===== src/rtl/bram_boot_loader_if.sv =====
// Byte stream, CPU-side BRAM port and physical BRAM port of the boot loader.
// The loader uses the slave view; the host/CPU/BRAM environment uses the master view.
interface bram_boot_loader_if #(
    parameter int ADDR_W = 14
);
    logic [7:0]        s_data;
    logic              s_valid;
    logic              s_ready;
    logic              cpu_bram_en;
    logic [3:0]        cpu_bram_we;
    logic [ADDR_W-1:0] cpu_bram_addr;
    logic [31:0]       cpu_bram_din;
    logic [31:0]       cpu_bram_dout;
    logic              bram_en;
    logic [3:0]        bram_we;
    logic [ADDR_W-1:0] bram_addr;
    logic [31:0]       bram_din;
    logic [31:0]       bram_dout;

    modport slave (
        input  s_data, s_valid, cpu_bram_en, cpu_bram_we, cpu_bram_addr, cpu_bram_din, bram_dout,
        output s_ready, cpu_bram_dout, bram_en, bram_we, bram_addr, bram_din
    );

    modport master (
        output s_data, s_valid, cpu_bram_en, cpu_bram_we, cpu_bram_addr, cpu_bram_din, bram_dout,
        input  s_ready, cpu_bram_dout, bram_en, bram_we, bram_addr, bram_din
    );
endinterface


===== src/rtl/bram_boot_loader.sv =====
// UART-framed program loader: holds the CPU in reset, writes a framed image into
// program BRAM (or times out), then hands the BRAM port to the CPU and releases reset.
module bram_boot_loader #(
    parameter int          ADDR_W       = 14,
    parameter int          BOOT_TIMEOUT = 50000000,
    parameter logic [7:0]  HDR_BYTE     = 8'hA5
) (
    input  logic                clk_50M,
    input  logic                ext_reset_n,
    bram_boot_loader_if.slave   bus,
    output logic                cpu_reset_n,
    output logic                load_busy,
    output logic                load_done,
    output logic                load_err,
    output logic [ADDR_W:0]     words_loaded
);
    localparam int TO_W = $clog2(BOOT_TIMEOUT) + 1;
    localparam logic [TO_W-1:0] TO_LAST  = TO_W'(BOOT_TIMEOUT - 1);
    localparam logic [16:0]     CAP      = 17'(1) << ADDR_W;
    localparam logic [ADDR_W:0] WORD_ONE = 1;

    localparam logic [2:0] WAIT_HDR = 3'd0;
    localparam logic [2:0] LEN0     = 3'd1;
    localparam logic [2:0] LEN1     = 3'd2;
    localparam logic [2:0] DATA     = 3'd3;
    localparam logic [2:0] CSUM     = 3'd4;
    localparam logic [2:0] ERR      = 3'd5;
    localparam logic [2:0] RUN      = 3'd6;

    logic [2:0]        state_q, state_d;
    logic [TO_W-1:0]   to_cnt_q, to_cnt_d;
    logic [15:0]       len_q, len_d;
    logic [1:0]        byte_idx_q, byte_idx_d;
    logic [23:0]       word_q, word_d;
    logic [7:0]        csum_q, csum_d;
    logic [ADDR_W:0]   words_q, words_d;
    logic              done_q, done_d;
    logic              err_q, err_d;
    logic              cpu_rst_n_q, cpu_rst_n_d;
    logic              wr_en_q, wr_en_d;
    logic [ADDR_W-1:0] wr_addr_q, wr_addr_d;
    logic [31:0]       wr_data_q, wr_data_d;

    logic        accept, hdr, run;
    logic [15:0] len_full;

    assign bus.s_ready = ext_reset_n;
    assign accept      = bus.s_valid & bus.s_ready;
    assign hdr         = accept && (bus.s_data == HDR_BYTE);
    assign len_full    = {bus.s_data, len_q[7:0]};
    assign run         = (state_q == RUN);

    always_comb begin
        state_d     = state_q;
        to_cnt_d    = '0;
        len_d       = len_q;
        byte_idx_d  = byte_idx_q;
        word_d      = word_q;
        csum_d      = csum_q;
        words_d     = words_q;
        done_d      = done_q;
        err_d       = err_q;
        wr_en_d     = 1'b0;
        wr_addr_d   = wr_addr_q;
        wr_data_d   = wr_data_q;
        // Drops on the same edge as a reload header so the CPU never sees the loader's port.
        cpu_rst_n_d = run && !hdr;

        case (state_q)
            WAIT_HDR: begin
                to_cnt_d = to_cnt_q + TO_W'(1);
                if (!hdr && to_cnt_q == TO_LAST) state_d = RUN;
            end
            LEN0: if (accept) begin
                len_d[7:0] = bus.s_data;
                state_d    = LEN1;
            end
            LEN1: if (accept) begin
                len_d[15:8] = bus.s_data;
                if (len_full == 16'd0) begin
                    state_d = CSUM;
                end else if ({1'b0, len_full} > CAP) begin
                    state_d = ERR;
                    err_d   = 1'b1;
                end else begin
                    state_d = DATA;
                end
            end
            DATA: if (accept) begin
                csum_d     = csum_q + bus.s_data;
                byte_idx_d = byte_idx_q + 2'd1;
                case (byte_idx_q)
                    2'd0: word_d[7:0]   = bus.s_data;
                    2'd1: word_d[15:8]  = bus.s_data;
                    2'd2: word_d[23:16] = bus.s_data;
                    default: begin
                        wr_en_d   = 1'b1;
                        wr_addr_d = words_q[ADDR_W-1:0];
                        wr_data_d = {bus.s_data, word_q};
                        words_d   = words_q + WORD_ONE;
                        if (17'(words_q) + 17'd1 == 17'(len_q)) state_d = CSUM;
                    end
                endcase
            end
            CSUM: if (accept) begin
                if (bus.s_data == csum_q) begin
                    state_d = RUN;
                    done_d  = 1'b1;
                    err_d   = 1'b0;
                end else begin
                    state_d = ERR;
                    done_d  = 1'b0;
                    err_d   = 1'b1;
                end
            end
            default: ;
        endcase

        // A header restarts framing from any idle-ish state and clears per-frame status.
        if (hdr && (state_q == WAIT_HDR || state_q == ERR || state_q == RUN)) begin
            state_d    = LEN0;
            to_cnt_d   = '0;
            done_d     = 1'b0;
            err_d      = 1'b0;
            words_d    = '0;
            csum_d     = '0;
            byte_idx_d = '0;
        end
    end

    always_ff @(posedge clk_50M or negedge ext_reset_n) begin
        if (!ext_reset_n) begin
            state_q     <= WAIT_HDR;
            to_cnt_q    <= '0;
            len_q       <= '0;
            byte_idx_q  <= '0;
            word_q      <= '0;
            csum_q      <= '0;
            words_q     <= '0;
            done_q      <= 1'b0;
            err_q       <= 1'b0;
            cpu_rst_n_q <= 1'b0;
            wr_en_q     <= 1'b0;
            wr_addr_q   <= '0;
            wr_data_q   <= '0;
        end else begin
            state_q     <= state_d;
            to_cnt_q    <= to_cnt_d;
            len_q       <= len_d;
            byte_idx_q  <= byte_idx_d;
            word_q      <= word_d;
            csum_q      <= csum_d;
            words_q     <= words_d;
            done_q      <= done_d;
            err_q       <= err_d;
            cpu_rst_n_q <= cpu_rst_n_d;
            wr_en_q     <= wr_en_d;
            wr_addr_q   <= wr_addr_d;
            wr_data_q   <= wr_data_d;
        end
    end

    assign bus.bram_en       = run ? bus.cpu_bram_en   : wr_en_q;
    assign bus.bram_we       = run ? bus.cpu_bram_we   : {4{wr_en_q}};
    assign bus.bram_addr     = run ? bus.cpu_bram_addr : wr_addr_q;
    assign bus.bram_din      = run ? bus.cpu_bram_din  : wr_data_q;
    assign bus.cpu_bram_dout = bus.bram_dout;

    assign cpu_reset_n  = cpu_rst_n_q;
    assign load_busy    = (state_q == LEN0) || (state_q == LEN1) || (state_q == DATA) || (state_q == CSUM);
    assign load_done    = done_q;
    assign load_err     = err_q;
    assign words_loaded = words_q;
endmodule


===== src/flat_wrapper.sv =====
// flat-port wrapper written by rule: the top's interface ports become plain ports
module bram_boot_loader_flat 
#(
    parameter int          ADDR_W       = 14,
    parameter int          BOOT_TIMEOUT = 50000000,
    parameter logic [7:0]  HDR_BYTE     = 8'hA5
)
  (clk_50M, ext_reset_n, cpu_reset_n, load_busy, load_done, load_err, words_loaded, bus_s_data, bus_s_valid, bus_cpu_bram_en, bus_cpu_bram_we, bus_cpu_bram_addr, bus_cpu_bram_din, bus_bram_dout, bus_s_ready, bus_cpu_bram_dout, bus_bram_en, bus_bram_we, bus_bram_addr, bus_bram_din);
  bram_boot_loader_if #(.ADDR_W(ADDR_W)) bus_i ();
  input  logic clk_50M;
  input  logic ext_reset_n;
  output logic cpu_reset_n;
  output logic load_busy;
  output logic load_done;
  output logic load_err;
  output logic [ADDR_W:0] words_loaded;
  input wire logic [$bits(bus_i.s_data)-1:0] bus_s_data;
  input wire logic [$bits(bus_i.s_valid)-1:0] bus_s_valid;
  input wire logic [$bits(bus_i.cpu_bram_en)-1:0] bus_cpu_bram_en;
  input wire logic [$bits(bus_i.cpu_bram_we)-1:0] bus_cpu_bram_we;
  input wire logic [$bits(bus_i.cpu_bram_addr)-1:0] bus_cpu_bram_addr;
  input wire logic [$bits(bus_i.cpu_bram_din)-1:0] bus_cpu_bram_din;
  input wire logic [$bits(bus_i.bram_dout)-1:0] bus_bram_dout;
  output wire logic [$bits(bus_i.s_ready)-1:0] bus_s_ready;
  output wire logic [$bits(bus_i.cpu_bram_dout)-1:0] bus_cpu_bram_dout;
  output wire logic [$bits(bus_i.bram_en)-1:0] bus_bram_en;
  output wire logic [$bits(bus_i.bram_we)-1:0] bus_bram_we;
  output wire logic [$bits(bus_i.bram_addr)-1:0] bus_bram_addr;
  output wire logic [$bits(bus_i.bram_din)-1:0] bus_bram_din;
  assign bus_i.s_data = bus_s_data;
  assign bus_i.s_valid = bus_s_valid;
  assign bus_i.cpu_bram_en = bus_cpu_bram_en;
  assign bus_i.cpu_bram_we = bus_cpu_bram_we;
  assign bus_i.cpu_bram_addr = bus_cpu_bram_addr;
  assign bus_i.cpu_bram_din = bus_cpu_bram_din;
  assign bus_i.bram_dout = bus_bram_dout;
  assign bus_s_ready = bus_i.s_ready;
  assign bus_cpu_bram_dout = bus_i.cpu_bram_dout;
  assign bus_bram_en = bus_i.bram_en;
  assign bus_bram_we = bus_i.bram_we;
  assign bus_bram_addr = bus_i.bram_addr;
  assign bus_bram_din = bus_i.bram_din;
  bram_boot_loader #(.ADDR_W(ADDR_W), .BOOT_TIMEOUT(BOOT_TIMEOUT), .HDR_BYTE(HDR_BYTE)) u_core (.clk_50M(clk_50M), .ext_reset_n(ext_reset_n), .bus(bus_i), .cpu_reset_n(cpu_reset_n), .load_busy(load_busy), .load_done(load_done), .load_err(load_err), .words_loaded(words_loaded));
endmodule

===== config.mk =====
export PLATFORM = sky130hd
export DESIGN_NAME = bram_boot_loader_flat
export DESIGN_NICKNAME = d
export VERILOG_FILES = /design/src/rtl/bram_boot_loader_if.sv /design/src/rtl/bram_boot_loader.sv /design/src/flat_wrapper.sv
export SDC_FILE = /design/constraint.sdc
export NUM_CORES = 1
export LEC_CHECK = 0
export BUFFER_PORTS_ARGS = -buffer_cell sky130_fd_sc_hd__clkbuf_2
export CORE_MARGIN = 2
export CORE_UTILIZATION = 54
export DETAILED_ROUTE_END_ITERATION = 6
export PLACE_DENSITY = 0.88
export SYNTH_ARGS = -nofsm -noshare
export SYNTH_HDL_FRONTEND = slang
export SYNTH_SLANG_ARGS = --single-unit

===== constraint.sdc =====
create_clock -name clk_50M -period 2.56 [get_ports clk_50M]
set_clock_uncertainty 0.05 [all_clocks]
set_input_delay 0.128 -clock clk_50M [delete_from_list [all_inputs] [get_ports clk_50M]]
set_output_delay 0.128 -clock clk_50M [all_outputs]
set_load 0.01 [all_outputs]

==> metrics.yaml, run 1 <==
setup_path:
  critical_path.slowest_cell: "or4_1"
  cp_common_cell: "a2111oi_2"
  r2r-start: "u_core.csum_q[1]"
  worstSetupPathType: "reg -> reg"
  crit_fanout: 3
  arrival_ps: 2790
  crit_path_max_incr_delay_ps: 550
  cp.required_ps: 2860
  startpoint: "u_core.csum_q[1]"
  cp-end-kind: "flip-flop"
  crit_chain: "ha_1 > a21o_1 > a21oi_2 > o21bai_1 > a2111oi_2 > or4_1 > a2111oi_2 > a211o_1"
  crit_path_start_kind: "flip-flop"
timing:
  slew_viol_final: 0
  finalSetupViolCount: 0
  period_minus_slack_ps: 2494
  holdWs_ps: 53.77
  tightest_slew_ps: 959.0
  setup_ws_ps: 66.43
  hold_violations: 0
  max-slew-margin-rel_pct: 35.83
  rsz0062_at_grt: "yes"
  min_period_over_period_pct: 97.40
  max_freq_ghz: 0.4010
  fin_setup_tns_ps: 0
place:
  placedCellCount: 1172
  io_buffer_count: 132
  gp_congestion: 0.8977
  pre_cts_slack_ps: 47.33
  hpwl_mm: 12.98
synthesis:
  ys_seq_area_share_pct: 45.51
  yosys_warnings: 0
  synth_seq_cells: 145
  netlist_area_sq_um: 7973
  synth_cell_type_count: 66
  synth_edf_count: 0
  syn_inst: 910
  ys.flop_type: "dfrtp_1"
  synthesis.nets: 1018
  avgSynthCellArea_sq_um: 8.761
  async_flop_share_pct: 100.0
power:
  ir_drop_uv: 528.5
  p_leak_nw: 4.732
  power.density_nw_per_um2: 859.1
clock_network:
  cts-root-buf: "clkbuf_16"
  tritoncts: "built"
  clock_latency_ps: 420
  clockBufferDepth: 2
  clock-sinks: 145
  clk_pin_slew_ps: 60
  cts_buffers: 17
  htreeDepth: 4
global_route:
  grt_pass1_vias: 6604
  grt_pass1_wl_mm: 32.10
  grt_max_degree: 147
  antenna_found_initial: 0
  gr-usage-all-layers_pct: 24.86
  grt-ovfl-total: 0
drt:
  wire_per_inst_um: 16.49
  drt_first_iter_violations: 651
  dr.pass1.iters: 5
  ant_nets: 0
  drcViolationCount: 0
  viasPerCell: 5.724
  wl_mm: 19.92
  vias: 6914
job:
  maxCapViolCount: 0
cells_and_area:
  area_growth_syn_to_layout_pct: 16.29
  final_cells: 1208
  n_antenna_cell: 0
  drive_gt1_share_pct: 24.80
  nNetsFinal: 1119
worst_hold_path:
  hold_path_class: "in -> reg"
  hold_start: "bus_s_data[4]"
floorplanning:
  die_area_sq_um: 15750
  initial_core_util_pct: 55.06
  rows: 44
  dieWidth_um: 125.5
  io_pins: 197
  die_h_um: 125.5
  coreArea_sq_um: 14480
outcome:
  outcome: "finished, final reports clean"
[what timing repair did]
action,in CTS,in global routing
endpoints found under the setup margin,1,6
cloned,0,0
pin swaps,0,2
setup buffers,0,3
hold buffers,1,0
endpoints found under the hold margin,145,0
resized for setup,1,6
[cells in the mapped netlist, types with 3 or more instances]
library cell / number / share of area [%]
inv_1: 9 / 0.42
nand2b_1: 3 / 0.24
dfrtp_1: 145 / 46
xnor2_1: 23 / 2.5
clkbuf_1: 26 / 1.2
a21oi_1: 14 / 0.88
a22o_1: 8 / 0.88
ha_1: 13 / 2.0
nor2_1: 58 / 2.7
or3_1: 5 / 0.39
o211ai_1: 3 / 0.28
nand4_1: 9 / 0.71
nor2b_1: 4 / 0.31
and3_1: 8 / 0.63
and2_1: 5 / 0.39
nor3b_1: 3 / 0.28
buf_2: 14 / 0.88
nand2_1: 312 / 15
xor2_1: 25 / 2.7
nor3_1: 13 / 0.82
a31oi_1: 3 / 0.24
nand4b_1: 3 / 0.33
o31ai_1: 9 / 0.85
a21o_1: 9 / 0.85
buf_4: 36 / 3.4
o21ai_0: 33 / 2.1
nand3_1: 21 / 1.3
nor4_1: 5 / 0.39
mux2_2: 41 / 5.8
[cell type report]
cell class              instances  area [sq um]
clock buffers                  19         442.9
clock inverters                13         127.6
fillers                      1125          5207
inverters                       9         33.78
multi-input cells             676          3885
flip-flops and latches        145          3628
well taps                     184         230.2
repair buffers                162         923.4
[cells in the final DEF, fill, tap and decap left out, drive strengths merged, types with 3 or more instances in the layout]
cell and instances:
and4 3, and3 8, nor3 15, buf 30
o21ai 35, nor3b 3, ha 13, nand4b 3
clkinvlp 3, xor2 25, clkbuf 150, mux2 41
o211ai 3, nand2b 3, nor2 60, a22o 8
nor2b 4, inv 14, nand3 22, a31oi 3
nor4 7, clkinv 4, a21oi 14, nand2 312
a21o 9, or3 5, nand4 11, and2 5
o31ai 10, dfrtp 145, xnor2 23
[critical path, delay by kind of cell, from the launching register on]
family	cells	cell delay, ps
AOI/OAI and AO/OA	6	1060
adders and majority gates	1	330
DFF	1	420
and+or+nand+nor	1	550
[registers in the layout, indices dropped and copies added (netlist names)]
signal,cells
u_core.cpu_reset_n,1
u_core.len_q,16
u_core.csum_q,8
u_core.to_cnt_q,27
u_core.wr_en_q,1
u_core.state_q,3
u_core.load_err,1
u_core.words_loaded,15
u_core.byte_idx_q,2
u_core.word_q,24
u_core.load_done,1
u_core.wr_data_q,32
u_core.wr_addr_q,14
[power breakdown]
| part | switching [mW] | leakage [nW] | internal [mW] |
|---|---|---|---|
| Sequential | 0.389 | 1.90 | 2.87 |
| Clock | 1.02 | 0.271 | 1.38 |
| Combinational | 1.25 | 2.56 | 1.05 |
[layer usage]
metal | vias to the layer above | global-route usage (%) | share of wire, % | routed length (um)
li1 | 3204 | - | - | -
met1 | 3365 | 32.79 | 41 | 8161
met2 | 295 | 41.75 | 50 | 9986
met3 | 50 | 4.151 | 6.5 | 1292
met4 | 0 | 8.693 | 2.4 | 476
met5 | - | 0 | 0 | 0
[cells by family (layout without fill, tap and decap cells)]
kind of cell | after synthesis | after routing | share of synthesized area [%]
DFF | 145 | 145 | 45.51
xor gates and xnor gates | 49 | 49 | 5.571
muxes | 43 | 43 | 6.042
and+or+nand+nor | 470 | 470 | 25.97
buffers and inverters | 89 | 203 | 6.215
AOI/OAI and AO/OA | 100 | 100 | 8.396
adders and majority gates | 14 | 14 | 2.291
[worst paths after layout]
path,depth (start not counted),slack [ps],end
worst min register to register,2,410,u_core.wr_data_q[20]
min in group asynchronous,3,390,u_core.to_cnt_q[17]
max in group asynchronous,3,1490,u_core.words_loaded[11]
worst max register to register,8,70,u_core.csum_q[7]
worst min-delay path,3,50,u_core.wr_data_q[28]
worst max-delay path,8,70,u_core.csum_q[7]
[per-stage QoR]
step | util (%) | cell area, sq um | total power [mW]
2_1_floorplan | - | 7973 | 4.765
3_3_place_gp | 59.64 | 8636 | 5.386
3_5_place_dp | 59.64 | 8636 | 5.513
4_1_cts | 63.66 | 9218 | 7.939
5_1_grt | 64.03 | 9271 | 8.387
6_report | 64.03 | 9271 | 7.965
(Power assumes the default switching activity.)
==> run 2, diff against run 1 <==
--- a/config.mk
+++ b/config.mk
@@ -10,6 +10,7 @@
 export CORE_UTILIZATION = 54
 export DETAILED_ROUTE_END_ITERATION = 6
 export PLACE_DENSITY = 0.88
+export RECOVER_POWER = 25
 export SYNTH_ARGS = -nofsm -noshare
 export SYNTH_HDL_FRONTEND = slang
 export SYNTH_SLANG_ARGS = --single-unit
==> metrics.yaml, run 2 (synthesized netlist as in run 1, its figures left out) <==
drt:
  wl_mm: 19.93
  vias: 6926
  viasPerCell: 5.733
  dr.pass1.iters: 5
  wire_per_inst_um: 16.50
  drt_first_iter_violations: 650
  drcViolationCount: 0
  ant_nets: 0
place:
  pre_cts_slack_ps: 47.33
  hpwl_mm: 12.98
  io_buffer_count: 132
  placed_area_sq_um: 8636
  placedCellCount: 1172
  gp_congestion: 0.8977
power:
  pwr-share-clk_pct: 30.1
  p_sw_mw: 2.664
  power.density_nw_per_um2: 859.1
  p_leak_nw: 4.722
  pwr-share-seq_pct: 40.9
  fin_total_pwr_mw: 7.962
  swShare_pct: 33.46
  comb_power_share_pct: 28.9
  p_int_mw: 5.298
  ir_drop_uv: 529.6
setup_path:
  crit_fanout: 3
  crit_path_start_kind: "flip-flop"
  crit_chain: "ha_1 > a21o_1 > a21oi_2 > o21bai_1 > a2111oi_2 > or4_1 > a2111oi_2 > a211o_1"
  crit_path_max_incr_delay_ps: 550
  cp_num_buf_inv: 0
  critPathTopFamily: "compound AO/OA/AOI/OAI gates"
  cp_common_cell: "a2111oi_2"
  critical_path.slowest_cell: "or4_1"
  worstSetupPathType: "reg -> reg"
  cp-end-kind: "flip-flop"
  arrival_ps: 2800
  cp.required_ps: 2860
clock_network:
  htreeDepth: 4
  clockBufferDepth: 2
  clk_pin_slew_ps: 60
  cts-root-buf: "clkbuf_16"
  cts_buffers: 17
  tritoncts: "built"
  clock-sinks: 145
  clock_latency_ps: 420
floorplanning:
  rows: 44
  dieWidth_um: 125.5
  io_pins: 197
  initial_core_util_pct: 55.06
  die_area_sq_um: 15750
  coreArea_sq_um: 14480
  die_h_um: 125.5
timing:
  setup_ws_ps: 58.51
  finalSetupViolCount: 0
  max-slew-margin-rel_pct: 35.92
  holdWs_ps: 53.29
  max_freq_ghz: 0.3998
  fin_setup_tns_ps: 0
  rsz0062_at_grt: "yes"
  hold_violations: 0
  tightest_slew_ps: 957.7
  min_period_over_period_pct: 97.71
  slew_viol_final: 0
  period_minus_slack_ps: 2501
global_route:
  grt-ovfl-total: 0
  antenna_found_initial: 0
  grt_max_degree: 147
  grt_pass1_vias: 6604
  gr-usage-all-layers_pct: 24.86
  grt_pass1_wl_mm: 32.10
cells_and_area:
  area_growth_syn_to_layout_pct: 16.24
  fin_area_sq_um: 9268
  top_register: "u_core.wr_data_q"
  top_regs: "u_core.wr_data_q: 32 flops, u_core.to_cnt_q: 27 flops, u_core.word_q: 24 flops"
  final_util_pct: 64.01
  final_cell_mix: "nand2_1, dfrtp_1, clkbuf_2"
  final_common_cell: "nand2_1"
  n_antenna_cell: 0
  largest_reg_flops: 32
  final_cells: 1208
  drive_gt1_share_pct: 24.51
  nNetsFinal: 1119
job:
  maxCapViolCount: 0
outcome:
  outcome: "finished, final reports clean"
worst_hold_path:
  hold_path_class: "in -> reg"
-- run 2: cell counts in the layout (fill, tap and decap cells not counted) --
Identical to the previous run, type by type.
-- run 2: per-layer routing --
metal  up-vias  share of wire, %  track usage, %
li1       3208                 -               -
met1      3373                41           32.79
met2       293                50           41.75
met3        52               6.4           4.151
met4         0               2.4           8.693
met5         -                 0               0
-- run 2: worst min-delay path: cells and delay by family --
kind	cells	cell delay (ps)
and+or+nand+nor	2	160
buffers and inverters	1	200
-- run 2: timing repair --
action,CTS,global route
pin swaps,0,2
hold endpoints to repair,145,0
hold buffers,1,0
buffers inserted,0,3
gates resized for setup,1,6
endpoints found under the setup margin,1,6
-- run 2: power by group through the flow --
stage	sequential (mW)	clock, mW	combinational (mW)
6_report	3.26	2.40	2.30
4_1_cts	3.24	2.42	2.28
3_3_place_gp	3.24	0	2.15
5_1_grt	3.33	2.52	2.54
3_5_place_dp	3.27	0	2.24
2_1_floorplan	3.17	0	1.59
-- run 2: final timing paths --
path | from | depth (start not counted) | slack (ps) | endpoint
worst max-delay path | u_core.csum_q[1] | 8 | 60 | u_core.csum_q[7]
worst min-delay path | bus_s_data[4] | 3 | 50 | u_core.wr_data_q[28]
worst max register to register | u_core.csum_q[1] | 8 | 60 | u_core.csum_q[7]
worst min register to register | u_core.word_q[16] | 2 | 410 | u_core.wr_data_q[16]
max in group asynchronous | ext_reset_n | 3 | 1500 | u_core.words_loaded[11]
min in group asynchronous | ext_reset_n | 3 | 390 | u_core.to_cnt_q[17]
-- run 2: area by class of cell --
cell class              count  area, sq um
clock buffers              19        442.9
clock inverters            13        127.6
fillers                  1124         5211
inverters                   9        33.78
multi-input cells         676         3885
flip-flops and latches    145         3628
well taps                 184        230.2
repair buffers            162        919.6
==> run 3, diff against run 2 <==
--- a/config.mk
+++ b/config.mk
@@ -9,7 +9,7 @@
 export CORE_MARGIN = 2
 export CORE_UTILIZATION = 54
 export DETAILED_ROUTE_END_ITERATION = 6
-export PLACE_DENSITY = 0.88
+export PLACE_DENSITY_LB_ADDON = 0.2
 export RECOVER_POWER = 25
 export SYNTH_ARGS = -nofsm -noshare
 export SYNTH_HDL_FRONTEND = slang
==> metrics.yaml, run 3 (synthesized netlist as in run 1, its figures left out) <==
place:
  placed_area_sq_um: 8651
  io_buffer_count: 132
  gp_congestion: 0.9180
  hpwl_mm: 12.70
cells_and_area:
  top_register: "u_core.wr_data_q"
  largest_reg_flops: 32
  regArea_sq_um: 3628
  nNetsFinal: 1118
  area_growth_syn_to_layout_pct: 16.10
  final_cell_mix: "nand2_1, dfrtp_1, clkbuf_2"
  drive_gt1_share_pct: 24.44
  fin_area_sq_um: 9256
  nFillCells: 1239
  final_common_cell: "nand2_1"
  multi_input_area_sq_um: 3887
  top_regs: "u_core.wr_data_q: 32 flops, u_core.to_cnt_q: 27 flops, u_core.word_q: 24 flops"
  n_antenna_cell: 0
setup_path:
  worstSetupPathType: "reg -> out"
  crit_path_max_incr_delay_ps: 510
  crit_chain: "buf_4 > inv_1 > nor3b_2 > buf_8 > nand2_1 > nand2_1 > clkbuf_2"
  cp-end-kind: "output pin"
  r2r_end: "u_core.state_q[1]"
  critical_path.slowest_cell: "dfrtp_1"
  rr_worst_depth: 8
  cp.required_ps: 2380
  r2r-start: "u_core.words_loaded[1]"
  arrival_ps: 2200
  crit_path_start_kind: "flip-flop"
  cp_common_cell: "nand2_1"
  crit_fanout: 46
  rrSetupSlack_ps: 220
timing:
  finalSetupViolCount: 0
  max-slew-margin-rel_pct: 26.02
  hold_violations: 0
  min_period_over_period_pct: 92.84
  rsz0062_at_grt: "no"
  period_minus_slack_ps: 2377
  max_freq_ghz: 0.4207
  slew_viol_final: 0
  fin_setup_tns_ps: 0
  tightest_slew_ps: 1110
clock_network:
  tritoncts: "built"
  cts_setup_buffers: 0
  htreeDepth: 4
  clockBufferDepth: 2
  cts-root-buf: "clkbuf_16"
  cts_buffers: 17
  clock-sinks: 145
  clk_pin_slew_ps: 60
  clock_latency_ps: 420
worst_hold_path:
  worst_hold_path.num_cells: 4
  hold_path_class: "in -> reg"
  min_to: "u_core.wr_data_q[26]"
  hold_start: "bus_s_data[2]"
power:
  p_leak_nw: 4.715
  power.density_nw_per_um2: 842.3
  ir_drop_uv: 414.2
drt:
  wire_per_inst_um: 15.22
  wl_mm: 18.37
  drt_first_iter_violations: 400
  vias: 6437
  ant_nets: 0
  drcViolationCount: 0
  viasPerCell: 5.333
  dr.pass1.iters: 4
floorplanning:
  io_pins: 197
  initial_core_util_pct: 55.06
  die_area_sq_um: 15750
  dieWidth_um: 125.5
  coreArea_sq_um: 14480
  rows: 44
  die_h_um: 125.5
global_route:
  antenna_found_initial: 0
  grt_pass1_wl_mm: 30.94
  grt-ovfl-total: 0
  grt_max_degree: 65
  grt_pass1_vias: 6198
  gr-usage-all-layers_pct: 24.47
outcome:
  outcome: "finished, final reports clean"
job:
  maxCapViolCount: 0
run 3: changes by cell type in the layout (fill, tap and decap cells not counted), sizes merged:
cell	before	now
clkbuf	150	155
buf	30	27
inv	14	11
bufinv	1	0
clkinv	4	5
run 3: critical path, delay by kind of cell, from the launching register on:
kind | cells | cell delay, ps
buf+inv | 4 | 750
flops | 1 | 510
simple gates | 3 | 480
run 3: worst max path at each step:
stage,start,endpoint,cells past startpoint
after floorplan,u_core.csum_q[1],u_core.csum_q[7],8
after global placement,u_core.csum_q[1],u_core.csum_q[7],8
after detailed placement,u_core.csum_q[1],u_core.csum_q[7],8
after CTS,u_core.state_q[1],bus_bram_addr[1],7
after global routing,u_core.state_q[1],bus_bram_addr[1],7
final,u_core.state_q[1],bus_bram_addr[1],7
run 3: power breakdown:
group          switching, mW  total, mW  internal [mW]
combinational           1.16       2.21           1.05
sequential             0.374       3.24           2.87
clock                  0.970       2.34           1.37
total                   2.50       7.80           5.29
run 3: per-stage QoR:
| stage | total power, mW | hold slack, ps | setup WS [ps] | util [%] | instances |
|---|---|---|---|---|---|
| 2_1_floorplan | 4.765 | -217.6 | 267.6 | - | 910 |
| 3_3_place_gp | 5.406 | 203.3 | 187.3 | 59.75 | 1174 |
| 3_5_place_dp | 5.465 | 201.9 | 88.56 | 59.75 | 1174 |
| 4_1_cts | 7.843 | 64.87 | 55.10 | 63.76 | 1207 |
| 5_1_grt | 8.325 | 93.08 | 6.952 | 63.93 | 1207 |
| 6_report | 7.797 | 77.02 | 183.2 | 63.93 | 1207 |
run 3: layer usage:
metal	global-route usage (%)	wire length, um	vias up
met4	6.471	230	0
li1	-	-	3212
met2	40.76	8924	162
met3	4.921	943	17
met1	32.91	8271	3046
met5	0	0	-
run 3: layout make-up:
type / instances / share of cell area [%]
multi-input cells: 676 / 42.00
flip-flops and latches: 145 / 39.20
inverters: 9 / 0.3650
clock inverters: 10 / 0.8245
repair buffers: 161 / 9.786
clock buffers: 22 / 5.339
well taps: 184 / 2.487
run 3: timing repair:
item / in CTS / in global routing
hold endpoints to repair: 108 / 0
endpoints found under the setup margin: 0 / 50
hold buffers: 1 / 0
gates resized for setup: 0 / 9
